`src/rtl/addsub_seq.sv`:
```
// addsub_seq: chunk-serial signed adder/subtractor (CHUNK bits per clock) with valid/ready handshakes.
// Define SATURATE_EN to clamp overflowed results to the signed limits instead of wrapping.
module addsub_seq #(
  parameter int WIDTH = 16,
  parameter int CHUNK = 4
) (
  input  logic             clk,
  input  logic             rst_n,
  input  logic             in_valid,
  output logic             in_ready,
  input  logic [WIDTH-1:0] a,
  input  logic [WIDTH-1:0] b,
  input  logic             sub,
  output logic             out_valid,
  input  logic             out_ready,
  output logic [WIDTH-1:0] result,
  output logic             cout,
  output logic             overflow,
  output logic             zero
);
  localparam int N  = WIDTH / CHUNK;
  localparam int CW = (N > 1) ? $clog2(N) : 1;
  localparam logic [CW-1:0] LAST_CHUNK = CW'(N - 1);

  typedef enum logic [1:0] {
    IDLE = 2'd0,
    RUN  = 2'd1,
    DONE = 2'd2
  } state_e;

  state_e           state_q, state_d;
  logic [WIDTH-1:0] a_q, a_d;
  logic [WIDTH-1:0] b_q, b_d;
  logic [WIDTH-1:0] acc_q, acc_d;
  logic [WIDTH-1:0] res_q, res_d;
  logic [CW-1:0]    cnt_q, cnt_d;
  logic             carry_q, carry_d;
  logic             sub_q, sub_d;
  logic             cout_q, cout_d;
  logic             ovf_q, ovf_d;
  logic             zero_q, zero_d;
  logic             in_ready_q, in_ready_d;
  logic             out_valid_q, out_valid_d;
`ifdef SATURATE_EN
  logic             a_neg_q, a_neg_d;
`endif

  logic [CHUNK:0]   chunk_sum_s;
  logic [WIDTH-1:0] raw_s;
  logic [WIDTH-1:0] final_s;
  logic             msb_cin_s;
  logic             ovf_s;

  function automatic logic [CHUNK:0] chunk_add(input logic [CHUNK-1:0] x,
                                               input logic [CHUNK-1:0] y,
                                               input logic             ci);
    chunk_add = {1'b0, x} + {1'b0, y} + {{CHUNK{1'b0}}, ci};
  endfunction

  // Ripple stage on the low chunk of the shifting operands; accumulator fills from the top.
  always_comb begin
    chunk_sum_s = chunk_add(a_q[CHUNK-1:0], b_q[CHUNK-1:0], carry_q);
    raw_s       = WIDTH'({chunk_sum_s[CHUNK-1:0], acc_q} >> CHUNK);
    // Only meaningful on the MSB chunk: recover the carry into the sign bit from its sum bit.
    msb_cin_s   = a_q[CHUNK-1] ^ b_q[CHUNK-1] ^ chunk_sum_s[CHUNK-1];
    ovf_s       = msb_cin_s ^ chunk_sum_s[CHUNK];
`ifdef SATURATE_EN
    if (ovf_s) begin
      final_s = a_neg_q ? {1'b1, {(WIDTH-1){1'b0}}} : {1'b0, {(WIDTH-1){1'b1}}};
    end else begin
      final_s = raw_s;
    end
`else
    final_s = raw_s;
`endif
  end

  // Next-state and next-register logic for the IDLE/RUN/DONE controller.
  always_comb begin
    state_d  = state_q;
    a_d      = a_q;
    b_d      = b_q;
    acc_d    = acc_q;
    res_d    = res_q;
    cnt_d    = cnt_q;
    carry_d  = carry_q;
    sub_d    = sub_q;
    cout_d   = cout_q;
    ovf_d    = ovf_q;
    zero_d   = zero_q;
`ifdef SATURATE_EN
    a_neg_d  = a_neg_q;
`endif
    case (state_q)
      IDLE: begin
        if (in_valid) begin
          a_d     = a;
          b_d     = sub ? ~b : b;
          carry_d = sub;
          sub_d   = sub;
          acc_d   = {WIDTH{1'b0}};
          cnt_d   = {CW{1'b0}};
`ifdef SATURATE_EN
          a_neg_d = a[WIDTH-1];
`endif
          state_d = RUN;
        end else begin
          state_d = IDLE;
        end
      end
      RUN: begin
        a_d     = a_q >> CHUNK;
        b_d     = b_q >> CHUNK;
        acc_d   = raw_s;
        carry_d = chunk_sum_s[CHUNK];
        if (cnt_q == LAST_CHUNK) begin
          cnt_d   = {CW{1'b0}};
          res_d   = final_s;
          cout_d  = sub_q ^ chunk_sum_s[CHUNK];
          ovf_d   = ovf_s;
          zero_d  = (final_s == {WIDTH{1'b0}});
          state_d = DONE;
        end else begin
          cnt_d   = cnt_q + CW'(1);
          state_d = RUN;
        end
      end
      DONE: begin
        if (out_ready) begin
          state_d = IDLE;
        end else begin
          state_d = DONE;
        end
      end
      default: begin
        state_d = IDLE;
      end
    endcase
    in_ready_d  = (state_d == IDLE);
    out_valid_d = (state_d == DONE);
  end

  // Register bank; asynchronous reset abandons any operation in flight.
  always_ff @(posedge clk or negedge rst_n) begin
    if (!rst_n) begin
      state_q     <= IDLE;
      a_q         <= {WIDTH{1'b0}};
      b_q         <= {WIDTH{1'b0}};
      acc_q       <= {WIDTH{1'b0}};
      res_q       <= {WIDTH{1'b0}};
      cnt_q       <= {CW{1'b0}};
      carry_q     <= 1'b0;
      sub_q       <= 1'b0;
      cout_q      <= 1'b0;
      ovf_q       <= 1'b0;
      zero_q      <= 1'b0;
      in_ready_q  <= 1'b1;
      out_valid_q <= 1'b0;
`ifdef SATURATE_EN
      a_neg_q     <= 1'b0;
`endif
    end else begin
      state_q     <= state_d;
      a_q         <= a_d;
      b_q         <= b_d;
      acc_q       <= acc_d;
      res_q       <= res_d;
      cnt_q       <= cnt_d;
      carry_q     <= carry_d;
      sub_q       <= sub_d;
      cout_q      <= cout_d;
      ovf_q       <= ovf_d;
      zero_q      <= zero_d;
      in_ready_q  <= in_ready_d;
      out_valid_q <= out_valid_d;
`ifdef SATURATE_EN
      a_neg_q     <= a_neg_d;
`endif
    end
  end

  assign in_ready  = in_ready_q;
  assign out_valid = out_valid_q;
  assign result    = res_q;
  assign cout      = cout_q;
  assign overflow  = ovf_q;
  assign zero      = zero_q;

endmodule
```
`config.mk`:
```
export PLATFORM = sky130hd
export DESIGN_NAME = addsub_seq
export DESIGN_NICKNAME = d
export VERILOG_FILES = /design/src/rtl/addsub_seq.sv
export SDC_FILE = /design/constraint.sdc
export NUM_CORES = 1
export LEC_CHECK = 0
export ABC_AREA = 1
export CAP_MARGIN = 20
export CORE_MARGIN = 8
export CORE_UTILIZATION = 49
export CTS_BUF_LIST = sky130_fd_sc_hd__clkbuf_8
export CTS_CLUSTER_DIAMETER = 200
export DETAILED_ROUTE_END_ITERATION = 8
export MAX_ROUTING_LAYER = met4
export PLACE_DENSITY_LB_ADDON = 0.2
export SLEW_MARGIN = 5
export SYNTH_ARGS = -nofsm -noshare
export SYNTH_HDL_FRONTEND = slang
export SYNTH_SLANG_ARGS = --single-unit
```
`constraint.sdc`:
```
create_clock -name clk -period 1.7 [get_ports clk]
set_input_delay 0.255 -clock clk [delete_from_list [all_inputs] [get_ports clk]]
set_output_delay 0.255 -clock clk [all_outputs]
set_load 0.1 [all_outputs]
```
; ---- Yosys cells after proc, flatten, opt, wreduce, memory -nomap -nowiden
; Cells that the tools add are included.
[classes]
mux = 16
bitwise = 5
eq_ne = 5
n_reduce_logical = 7
add_sub_neg = 3
[ops]
columns = op, n
row1 = $pmux 16 s2, 3
row2 = $mux 16, 4
row3 = $logic_not 16->1, 1
row4 = $not 16->16, 1
row5 = $mux 2, 4
row6 = $eq 2x2->1 const B, 3
row7 = $pmux 2 s3, 1
row8 = $reduce_and 2->1, 3
row9 = $add 4x4->5, 1
row10 = $add 5x1->5, 1
row11 = $logic_not 2->1, 2
row12 = $pmux 2 s2, 1
row13 = $xor 1x1->1, 4
row14 = $add 2x1->2 const B, 1
row15 = $eq 2x1->1 const B, 1
row16 = $mux 1, 2
row17 = $ne 2x2->1 const B, 1
row18 = $pmux 1 s2, 1
row19 = $reduce_bool 2->1, 1
[totals]
reg_bits = 75
word_cells = 49

; ---- Depth between registers and ports, before layout
[logic_depth]
word_depth = 4
mapped_depth = 9

; ---- Least setup slack after synthesis
; Ideal clock, no wire load.
[synth_path]
path_kind = reg2reg
startpoint = register a_q[0]
endpoint = register zero_q, in the netlist zero
t_arrival_ns = 1.701
stages_incl_launch_ff = 10
setup_time_ns = 0.068
slack_ns = -0.069
path_buffers = 0
period_less_slack_ns = 1.769
cell_sequence = dfrtp_1 inv_1 fa_1 fa_1 inv_1 nor2_1 nand3_1 nor2_1 nand3_1 nand2_1
[synth_via]
elab_chain_len = 3
[synth_lines]
columns = item, line
row1 = start: declaration, 32  ; logic [WIDTH-1:0] a_q, a_d;
row2 = start signal: assignment, 147  ; a_q <= {WIDTH{1'b0}};
row3 = $add 4x4->5, 57  ; chunk_add = {1'b0, x} + {1'b0, y} + {{CHUNK{1'b0}}, ci};
row4 = $add 5x1->5, 57
row5 = $logic_not 16->1, 121  ; zero_d = (final_s == {WIDTH{1'b0}});
row6 = end signal: assignment, 173  ; zero_q <= zero_d;
row7 = end: declaration, 41  ; logic zero_q, zero_d;
; Every way passes these cells.
; A chain may end at the register's enable or synchronous reset.

; ---- Final worst setup path
[layout_path]
startpoint = register b_q[0]
endpoint = register zero_q, in the netlist zero
[layout_via]
elab_chain_len = 3
[layout_lines]
columns = item, line
row1 = start: declaration, 33  ; logic [WIDTH-1:0] b_q, b_d;
row2 = start signal: assignment, 148  ; b_q <= {WIDTH{1'b0}};
row3 = $add 4x4->5, 57
row4 = $add 5x1->5, 57
row5 = $logic_not 16->1, 121
; Every way passes these cells.

==> metrics.yaml <==
status: "finished with violations"
failed_checks: "negative setup slack"
synthArstFlopShare_pct: 100.0
grt_pass1_wl_um: 12710
pwr-share-clk_pct: 13.8
period_minus_slack_ns: 1.849
path_delay_family: "adder cells"
grt_pass1_vias: 2749
crit_path_end_kind: "flop"
timing.final.crit_share_pct: 108.7
synth_largest_area_cell: "dfrtp_1"
synth_top_family_by_area: "compound AO/OA/AOI/OAI gates"
drtAntennaViolNets: 0
antennaDiodeCount: 0
powerDensity_nw_per_um2: 2299
wl_per_cell_um: 14.11
p_seq_share_pct: 28.8
drt_iter0_markers: 221
maxCapViolCount: 0
max_freq_ghz: 0.5409
p_switching_uw: 4723
synth_compound_area_share_pct: 15.71
yosysSeqAreaShare_pct: 54.84
synth_mux_area_share_pct: 0
gp_routability_congestion: 0.8251
tns_ns: -0.4369
p_sw_share_pct: 46.70
syn_avg_cell_area_um2: 8.955
root_buffer: "clkbuf_8"
crit_slowest_cell: "fa_1"
syn_area_um2: 3242
clock_path_buffers: 2
synth_top_area_share_pct: 54.03
required_ns: 1.98
synth-edff-count: 0
synth_fa_ha_area_share_pct: 2.779
netlist_instances: 362
dp_hpwl_um: 4957
ir_drop_v: 0.001632
tightestPinTransition_ns: 0.3751
ys_ff_latch: 71
synth_fp_nets: 405
pwr-share-comb_pct: 57.4
groute.usage.overall_pct: 16.73
layout-drive-gt1-share_pct: 14.94
num_io_pins: 58
finalSetupViolations: 6
drc: 0
slew_headroom_pct: 75.00
insertion_delay_ns: 0.34
synth_area_leaders: "dfrtp_1 54%, nand2_1 9.5%, inv_1 4.6%, o21ai_0 4.6%, a21oi_1 4.3%"
port_buffers: 57
synth_xor_area_share_pct: 4.323
rsz0062_at_grt: "yes"
holdWs_ns: 0.4680
cts_tree: "yes"
area_growth_pct: 35.70
yosysWarnings: 0
num_rows: 29
numCtsBuffers: 9
grt.overflow.total: 0
design.die.area_um2: 9475
critPathMaxFanout: 2
p_int_uw: 5390
routed_via_density: 5.172
num_vias: 2648
worstPathCellList: "inv_2 -> fa_2 -> fa_1 -> inv_1 -> nor2_1 -> nand3_1 -> nor2_1 -> nand3_1 -> nand2_1"
cts_num_sinks: 71
synthSimpleGateAreaFrac_pct: 13.97
initial_core_util_pct: 50.76
finalMaxSlewViolations: 0
clk_pin_slew_worst_paths_ns: 0.07
crit_arrival_ns: 2.13
p_leak_uw: 0.002089
cp_slowest_stage_delay_ns: 0.52
startpoint_type: "flop"
die_h_um: 97.34
yosysMostFrequentCell: "nand2_1"
critical_path_buf_inv_count: 2
first_pass_iters: 4
ys_types: 26
final.setup_skew_ns: 0.007139
setup_slack_ns: -0.1486
hold_path_class: "input pin to asynchronous set/reset pin"
core_um2: 6386
fin_nets: 473
htree_levels: 3
hold_viol: 0
antenna_found_initial: 0
worstSetupPathType: "flop to flop"
die-width_um: 97.34
synth_flop_cell: "dfrtp_1"
postRouteWirelength_um: 7222
grt_max_degree: 72
synth.top_cells.by_count: "82 x nand2_1, 70 x dfrtp_1, 40 x inv_1"
[metrics by stage]
step / setup WS, ns / power, µW / cell area [µm²] / util, % / instances
floorplan: -0.02668 / 6607 / 3244 / - / 362
global placement: -0.04757 / 8421 / 4151 / 65.01 / 493
detailed placement: -0.08881 / 8577 / 4151 / 65.01 / 493
CTS: -0.1123 / 10030 / 4378 / 68.55 / 511
global route: -0.3055 / 10840 / 4399 / 68.89 / 512
finish: -0.1486 / 10110 / 4399 / 68.89 / 512
[tightest hold or removal path: cells and delay by family]
kind,cells,cell delay (ns)
buf+inv,3,0.96
[layout by cell type, fill, tap and decap left out, drive strengths merged, types with 2 or more instances in the layout]
master	n
a21oi	28
buf	40
clkbuf	12
clkdlybuf4s50	35
clkinv	2
dfrtp	70
fa	2
ha	4
inv	44
nand2	83
nand3	7
nor2	24
o211ai	9
o21ai	39
o22ai	12
o31ai	3
xnor2	4
xor2	12
[repair_timing]
item / in CTS / in global routing
hold buffers: 1 / 0
setup buffers: 1 / 2
resized for setup: 0 / 3
endpoints found under the hold margin: 70 / 0
pin swaps: 1 / 1
endpoints found under the setup margin: 6 / 7
gates cloned: 0 / 0
[kinds of logic after synthesis]
| logic type | count (synthesis) |
|---|---|
| AND/OR/NAND/NOR | 115 |
| flip-flops | 71 |
| XOR/XNOR | 16 |
| AO/OA/AOI/OAI | 92 |
| adder cells (fa/ha/maj) | 6 |
| buffers and inverters | 62 |
[area by class of cell]
type                    count  area (µm²)
clock buffers              12       165.2
clock inverters             4       43.79
fillers                   495        1987
inverters                  43       161.4
multi-input cells         229        1209
flip-flops and latches     71        1778
well taps                  77       96.34
repair buffers             76       945.9
[power by group through the flow]
stage / clock network, µW / logic [µW] / registers, µW
detailed placement: 0 / 5640 / 2940
finish: 1390 / 5800 / 2920
global placement: 0 / 5500 / 2920
floorplan: 0 / 2420 / 4180
CTS: 1400 / 5710 / 2910
global route: 1510 / 6340 / 3000
[sequential cells by signal, summed over array words and instances (netlist names), 2 cells and up]
signal and flops:
acc_q 12, a_q 16, state_q 2, b_q 16, result 16, cnt_q 2
[routing by layer]
metal / share of wire (%) / GRT usage [%]
met5: 0 / -
met4: 2.1 / 8.042
met3: 4.8 / 4.267
met2: 48 / 26.25
met1: 46 / 19.63
[final timing paths]
kind,from,end,slack (ns),depth (start not counted)
setup / recovery,b_q[0],zero,-0.15,9
max in group asynchronous,rst_n,in_ready,0.92,3
min in group clk,a[14],a_q[14],0.47,3
setup reg to reg,b_q[0],zero,-0.15,9
hold / removal,rst_n,acc_q[5],0.47,3
hold reg to reg,b_q[15],b_q[15],0.49,2
Power figures use the tool's default switching activity.
